**config.mk**
```make
export PLATFORM = sky130hd
export DESIGN_NAME = pipeline_ctrl
export DESIGN_NICKNAME = d
export VERILOG_FILES = /design/src/rtl/pipe_pkg.sv /design/src/rtl/pipe_hazard_detect.sv /design/src/rtl/pipeline_ctrl.sv
export SDC_FILE = /design/constraint.sdc
export NUM_CORES = 1
export LEC_CHECK = 0
export ABC_AREA = 1
export BUFFER_PORTS_ARGS = -buffer_cell sky130_fd_sc_hd__buf_2
export CAP_MARGIN = 20
export CORE_AREA = 2 2 39 41
export CTS_BUF_LIST = sky130_fd_sc_hd__clkbuf_8
export CTS_CLUSTER_DIAMETER = 120
export DETAILED_ROUTE_END_ITERATION = 10
export DIE_AREA = 0 0 41 43
export PLACE_DENSITY = 0.75
export SETUP_SLACK_MARGIN = 0.4
export SYNTH_ARGS = -nofsm -noshare
export SYNTH_HDL_FRONTEND = slang
export SYNTH_HIERARCHICAL = 1
export SYNTH_SLANG_ARGS = --single-unit
```
**constraint.sdc**
```tcl
create_clock -name clk -period 1.4 [get_ports clk]
set_clock_uncertainty 0.05 [all_clocks]
set_input_delay 0 -clock clk [delete_from_list [all_inputs] [get_ports clk]]
set_output_delay 0 -clock clk [all_outputs]
set_load 0.05 [all_outputs]
```
**src/rtl/pipe_pkg.sv**
```systemverilog
// Shared definitions for the pipeline controller: FSM state encoding and the
// NOP word loaded into flushed latches.
package pipe_pkg;

  typedef enum logic [1:0] {
    RUN   = 2'd0,
    DWAIT = 2'd1,
    HALT  = 2'd2
  } pipe_state_t;

  localparam logic [15:0] NOP_INSTR = 16'h0000;

endpackage

```
**src/rtl/pipe_hazard_detect.sv**
```systemverilog
// Combinational load-use hazard compare between the EX-stage load and the
// source registers of the instruction in ID.
module pipe_hazard_detect #(
  parameter int unsigned REG_W = 4
) (
  input  logic [REG_W-1:0] rs,
  input  logic [REG_W-1:0] rt,
  input  logic             rs_used,
  input  logic             rt_used,
  input  logic             memread,
  input  logic [REG_W-1:0] rd,
  output logic             hazard
);

  // Register 0 is hardwired, so a load targeting it never creates a dependency.
  always_comb begin
    hazard = memread && (rd != '0) &&
             ((rs_used && (rs == rd)) || (rt_used && (rt == rd)));
  end

endmodule

```
**src/rtl/pipeline_ctrl.sv**
```systemverilog
// Pipeline stall/flush/halt controller (RUN, DWAIT, HALT).
// Optional performance counters enabled by defining PIPELINE_CTRL_PERF_CNT_EN.
module pipeline_ctrl
  import pipe_pkg::*;
#(
  parameter int unsigned REG_W = 4,
  parameter int unsigned CNT_W = 16
) (
  input  logic             clk,
  input  logic             rst,
  input  logic [REG_W-1:0] ifid_rs,
  input  logic [REG_W-1:0] ifid_rt,
  input  logic             ifid_rs_used,
  input  logic             ifid_rt_used,
  input  logic             idex_memread,
  input  logic [REG_W-1:0] idex_rd,
  input  logic             br_taken,
  input  logic             hlt_id,
  input  logic             icache_miss,
  input  logic             dcache_miss,
  output logic             pc_en,
  output logic             if_id_en,
  output logic             id_ex_en,
  output logic             ex_mem_en,
  output logic             mem_wb_en,
  output logic             if_id_flush,
  output logic             id_ex_flush,
`ifdef PIPELINE_CTRL_PERF_CNT_EN
  output logic [CNT_W-1:0] stall_cnt,
  output logic [CNT_W-1:0] flush_cnt,
`endif
  output logic             halted
);

  pipe_state_t state, next_state;
  logic        ret_halt, ret_halt_next;
  logic        hazard;
  logic        eval_halt;

  pipe_hazard_detect #(.REG_W(REG_W)) u_hazard (
    .rs      (ifid_rs),
    .rt      (ifid_rt),
    .rs_used (ifid_rs_used),
    .rt_used (ifid_rt_used),
    .memread (idex_memread),
    .rd      (idex_rd),
    .hazard  (hazard)
  );

  always_ff @(posedge clk) begin
    if (rst) begin
      state    <= RUN;
      ret_halt <= 1'b0;
    end else begin
      state    <= next_state;
      ret_halt <= ret_halt_next;
    end
  end

  // DWAIT resumes by behaving exactly like the saved state on its release cycle.
  always_comb begin
    eval_halt     = (state == HALT) || ((state == DWAIT) && ret_halt);
    next_state    = state;
    ret_halt_next = ret_halt;
    pc_en         = 1'b1;
    if_id_en      = 1'b1;
    id_ex_en      = 1'b1;
    ex_mem_en     = 1'b1;
    mem_wb_en     = 1'b1;
    if_id_flush   = 1'b0;
    id_ex_flush   = 1'b0;
    halted        = 1'b0;
    if (rst) begin
      {pc_en, if_id_en, id_ex_en, ex_mem_en, mem_wb_en} = '0;
      if_id_flush = 1'b1;
      id_ex_flush = 1'b1;
      next_state  = RUN;
    end else if (dcache_miss) begin
      {pc_en, if_id_en, id_ex_en, ex_mem_en, mem_wb_en} = '0;
      halted     = eval_halt;
      next_state = DWAIT;
      if (state != DWAIT) ret_halt_next = (state == HALT);
    end else if (eval_halt) begin
      pc_en       = 1'b0;
      if_id_flush = 1'b1;
      halted      = 1'b1;
      next_state  = HALT;
    end else begin
      next_state = RUN;
      if (hazard) begin
        pc_en       = 1'b0;
        if_id_en    = 1'b0;
        id_ex_en    = 1'b0;
        id_ex_flush = 1'b1;
      end else if (hlt_id) begin
        pc_en       = 1'b0;
        if_id_flush = 1'b1;
        next_state  = HALT;
      end else if (br_taken) begin
        if_id_flush = 1'b1;
      end else if (icache_miss) begin
        pc_en       = 1'b0;
        if_id_flush = 1'b1;
      end
    end
  end

`ifdef PIPELINE_CTRL_PERF_CNT_EN
  always_ff @(posedge clk) begin
    if (rst) begin
      stall_cnt <= '0;
      flush_cnt <= '0;
    end else begin
      if ((state != HALT) && !pc_en && (stall_cnt != '1))
        stall_cnt <= stall_cnt + 1'b1;
      if ((state == RUN) && if_id_flush && (flush_cnt != '1))
        flush_cnt <= flush_cnt + 1'b1;
    end
  end
`endif

endmodule

```
Yosys cells after proc, flatten, opt, wreduce, memory -nomap -nowiden:

Cells that the tools add are included.

* logic and storage cells: 49
* input bits: 21
* flip-flop bits (word level): 3

* reductions and logical operators: 10
* muxes and demuxes: 31
* eq/ne operators: 5

Operators with widths (count)
* 1-bit two-way mux: 28
* 4-bit == test: 2
* 2-bit two-way mux: 3
* 1-bit logical AND: 5
* 4-bit nonzero test: 1
* 2-bit by 1-bit == test with 1-bit output (second input constant): 1
* 2-bit == test (second input constant): 1
* 1-bit logical OR: 2
* 2-bit by 1-bit != test with 1-bit output (second input constant): 1
* 2-bit AND reduction: 1
* 2-bit OR reduction: 1

Longest topological paths before layout:

* depth after elaboration: 8
* mapped depth: 11
* gate-level depth less buffers: 11

By module:

The synthesis kept the hierarchy.

By module, submodules not included
* pipeline_ctrl: instances 1, cells an instance 38, area an instance 251.5 um2
* pipe_hazard_detect: instances 1, cells an instance 37, area an instance 177.7 um2

Least setup slack after synthesis:

OpenSTA, ideal clock, no wires.

* path kind: flip-flop to output port
* start point: register state[0]
* end point: output port id_ex_flush
* buffers on the path: 0
* required time: 1.350 ns
* cell stages (with the launch flop): 5
* slack: 0.064 ns
* arrival time: 1.286 ns
* cells stage by stage: dfxtp_1 -> inv_2 -> nand2_4 -> nand3_2 -> o21ai_1

* cells in the longest elaborated chain, start to end: 6
* elaborated cells on any way between the ends: 7

RTL lines
* start: declaration: RTL line pipeline_ctrl.sv:35 `pipe_state_t state, next_state;`
* start signal: assignment: RTL line pipeline_ctrl.sv:55 `state <= next_state;`
* 2-bit by 1-bit == test with 1-bit output: RTL line pipeline_ctrl.sv:62 `eval_halt = (state == HALT) || ((state == DWAIT) && ret_halt);`
* 1-bit logical AND: RTL line pipeline_ctrl.sv:62
* 1-bit logical OR *: RTL line pipeline_ctrl.sv:62
* 1-bit two-way mux *: RTL line pipeline_ctrl.sv:83 `end else if (eval_halt) begin`
* 1-bit two-way mux *: RTL line pipeline_ctrl.sv:78 `end else if (dcache_miss) begin`
* 1-bit two-way mux *: RTL line pipeline_ctrl.sv:73 `if (rst) begin`
* end: declaration: RTL line pipeline_ctrl.sv:27 `output logic id_ex_flush,`

Mark *: on every way between the ends. The rest lies on a longest branch, timed or not.

Worst setup path after layout:

* start point: input port idex_rd[2]
* end point: output port if_id_flush

* cells in the longest elaborated chain, start to end: 8
* elaborated cells on any way between the ends: 12

RTL lines
* start: declaration: RTL line pipeline_ctrl.sv:16 `input logic [REG_W-1:0] idex_rd,`
* 4-bit == test: RTL line pipe_hazard_detect.sv:18 `((rs_used && (rs == rd)) || (rt_used && (rt == rd)));`
* 1-bit logical AND: RTL line pipe_hazard_detect.sv:18
* 1-bit logical OR: RTL line pipe_hazard_detect.sv:18
* 1-bit logical AND *: RTL line pipe_hazard_detect.sv:17 `hazard = memread && (rd != '0) &&`
* via hazard: RTL line pipeline_ctrl.sv:37 `logic hazard;`
* 1-bit two-way mux *: RTL line pipeline_ctrl.sv:90 `if (hazard) begin`
* 1-bit two-way mux *: RTL line pipeline_ctrl.sv:83
* 1-bit two-way mux *: RTL line pipeline_ctrl.sv:78
* 1-bit two-way mux *: RTL line pipeline_ctrl.sv:73
* end: declaration: RTL line pipeline_ctrl.sv:26 `output logic if_id_flush,`

The timed path passes the listed nets; every way through them passes the cells marked *.

==> metrics.md <==
| Metric | Value |
|---|---|
| NetSw | 0.194 mW |
| Storage cell area | 66.3 um^2 |
| Post-Place Cells | 117 |
| Die Wd | 41 um |
| Flops & latches, synth | 3 |
| GRT Util Overall | between 15 and 20% |
| Drc violations | 0 |
| Fin. Hold Viols | 0 |
| Worst Max-Slew Pin Slew | 0.254 ns |
| Chip height | roughly 43 um |
| Die outline area | 1760 um^2 |
| Multi-input logic area | 359 um^2 |
| Slew HR | 83.0% |
| Iter 0 DRT Violations | 1 |
| Clk pwr share | 42.3% |
| Startpoint types | primary input |
| Synth Cell Area | 429 um^2 |
| Syn avg cell area | 5.72 um^2 |
| Switching Fraction | 33.9% |
| Vias in the first global route | just over 500 |
| Top cell type's share of synthesized area | 14.9% |
| CP cell instances | buf_8 > inv_4 > nand2_2 > nand2_1 > nor2_1 > nand3_2 > a21oi_4 > inv_2 > o21ai_1 > nand2_1 > nor2_4 > nor2_4 > buf_8 |
| Largest net degree at the start of global routing | 6 |
| Total grt overflow | 0 |
| Most frequent cells in the layout | buf_2, nand2_1, buf_6 |
| Sequential cell area fraction in the yosys report | 14.0% |
| Vias per Instance | 4.39 |
| Fmax | 797 MHz |
| CP bufs+invs | 4 |
| Total I/O pin count | 29 |
| Total of max-cap violations | 0 |
| Fin crit period | 1.25 ns |
| Most common cell after layout, fill and taps aside | buf_2 |
| Critical path required time | roughly 1.4 ns |
| Filler-free cell count of the finished design | roughly 120 |
| Gate Count Post-Synth | 75 |
| Fillers | 128 |
| Final setup fails | 0 |
| Via count | ~540 |
| Initial Util | between 30% and 40% |
| Worst-skew pair later-pin latency | 0.22 ns |
| Outcome | finished, final reports clean |
| Number of distinct library cells after synthesis | 19 |
| PortBufs | 28 |
| Fin nets | 130 |
| Setup crit end kind | output port |
| Leakage power | 0.430 nW |
| CP delay by family, top | simple AND/OR/NAND/NOR gates |
| Wire per inst | 9.65 um |
| Clk sinks | 3 |
| HP Class | in -> reg |
| First-pass GRT wire length | 1.88 mm |
| CP arrival | approximately 1.2 ns |
| Reg2reg setup slack | 0.43 ns |
| Unrepaired setup endpoints after global routing | true |
| Routed wire length | 1.20 mm |
| Combinational Power Share | between 40% and 50% |
| Sequential share of power | 16.5% |
| Crit path max fanout | 3 |
| Syn nets | between 90 and 100 |
| Crit share post-route | between 80% and 90% |
| Internal Power | 0.378 mW |
| Pwr/cell area | around 680 nW/um^2 |
| Reg clk slew, reported paths | about 0.030 ns |
| Post-synthesis cell type with the largest combined area | nand2_1 |
| Initial antenna violation count | 0 |
| Area Overhead vs Synth | 96.2% |
| Share of post-route cells with drive strength above 1 | between 60% and 70% |
| Clock H-tree levels | 1 |
| CTS tree | yes |
| Critical path class | in -> out |
| Post-DP HPWL | roughly 850 um |
| Peak VDD IR | 0.000495 V |
| Post-route ant nets | 0 |
| Inserted Clock Buffers | 3 |
| Max Slew Vio Count | 0 |
| Reg2Reg Depth | 6 |
| WP depth | 13 |
| Setup tns final | 0 ns |
| CTS max path bufs | 2 |
| Drt first pass iters | 2 |
| Clk root buf | clkbuf_8 |
| YS warnings | 6 |
| Core area | 1380 um^2 |
| Rows | 14 |
| Antenna cells | 0 |
| Area contributors post-synth | nand2_1, dfxtp_1, inv_1 |
| Slowest Stage Delay on Critical Path | 0.20 ns |
| Number of cells on the worst hold path | 2 |
| CP max-delay cell | a21oi_4 |
| Routability cong. | 0.791 |
-- state kept, by name (all words and copies together), names as in the netlist --
| name | cells |
|---|---|
| ret_halt | 1 |
| state | 2 |
-- logic make-up (layout without fill, tap and decap cells) --
family / count (synthesis) / count (layout) / synth area share [%]
simple gates: 43 / 43 / 53.6
buf+inv: 20 / 53 / 19.2
xor+xnor: 2 / 2 / 4.08
flops: 3 / 3 / 14.0
compound gates: 7 / 7 / 9.04
-- worst register-to-register path: cells and delay by family (launching register included) --
kind	cells	cell delay, ns
simple gates	2	0.13
compound gates	1	0.13
flops	1	0.35
buf+inv	3	0.20
-- worst paths after layout --
kind,to,from
setup / recovery,if_id_flush,idex_rd[2]
hold / removal,state[0],rst
hold reg to reg,ret_halt,ret_halt
setup reg to reg,ret_halt,state[1]
-- cell type report --
type                            instances  area share [%]
Timing Repair Buffer                   31            32.4
Clock buffer                            3            4.90
Sequential cell                         3            7.88
Tap cell                               16            2.38
Clock inverter                          1           0.446
Multi-Input combinational cell         52            42.6
Inverter                               18            9.36
-- power by group through the flow --
stage	Clock, mW	Sequential, mW	Combinational, mW
final	0.242	0.0944	0.235
after global placement	0	0.0962	0.176
after detailed placement	0	0.0962	0.178
after floorplan	0	0.0958	0.127
after global routing	0.258	0.0947	0.255
after CTS	0.246	0.0956	0.203
-- metrics by stage --
step	area, um^2	hold slack, ns	util (%)	power, mW	worst slack, ns
detailed placement	604	0.252	43.7	0.275	0.0500
floorplan	467	0.0128	-	0.223	0.214
global route	842	0.0346	60.8	0.608	0.0330
global placement	604	0.235	43.7	0.272	0.0680
CTS	733	0.0292	53.0	0.544	0.177
finish	842	0.0256	60.8	0.571	0.145
-- what timing repair did --
action,in CTS,in global routing
pin swaps,13,16
hold buffers,0,0
buffers inserted,1,2
setup endpoints to repair,6,8
gates resized for setup,21,29
-- cells in the mapped netlist --
| master | n |
|---|---|
| a21oi_1 | 1 |
| a21oi_2 | 1 |
| buf_4 | 2 |
| dfxtp_1 | 3 |
| inv_1 | 11 |
| inv_2 | 7 |
| nand2_1 | 17 |
| nand2_2 | 5 |
| nand2_4 | 1 |
| nand3_1 | 3 |
| nand3_2 | 2 |
| nand3_4 | 1 |
| nor2_1 | 10 |
| nor2_2 | 2 |
| nor2_4 | 1 |
| nor3_2 | 1 |
| o21ai_0 | 3 |
| o21ai_1 | 2 |
| xnor2_1 | 2 |
-- metal layers --
layer	up-vias	routed length [um]	track usage [%]
li1	286	-	-
met1	233	437	15.9
met2	25	669	28.7
met3	0	91	3.14
met4	0	0	2.00
met5	-	0	0
(Power assumes the default switching activity.)
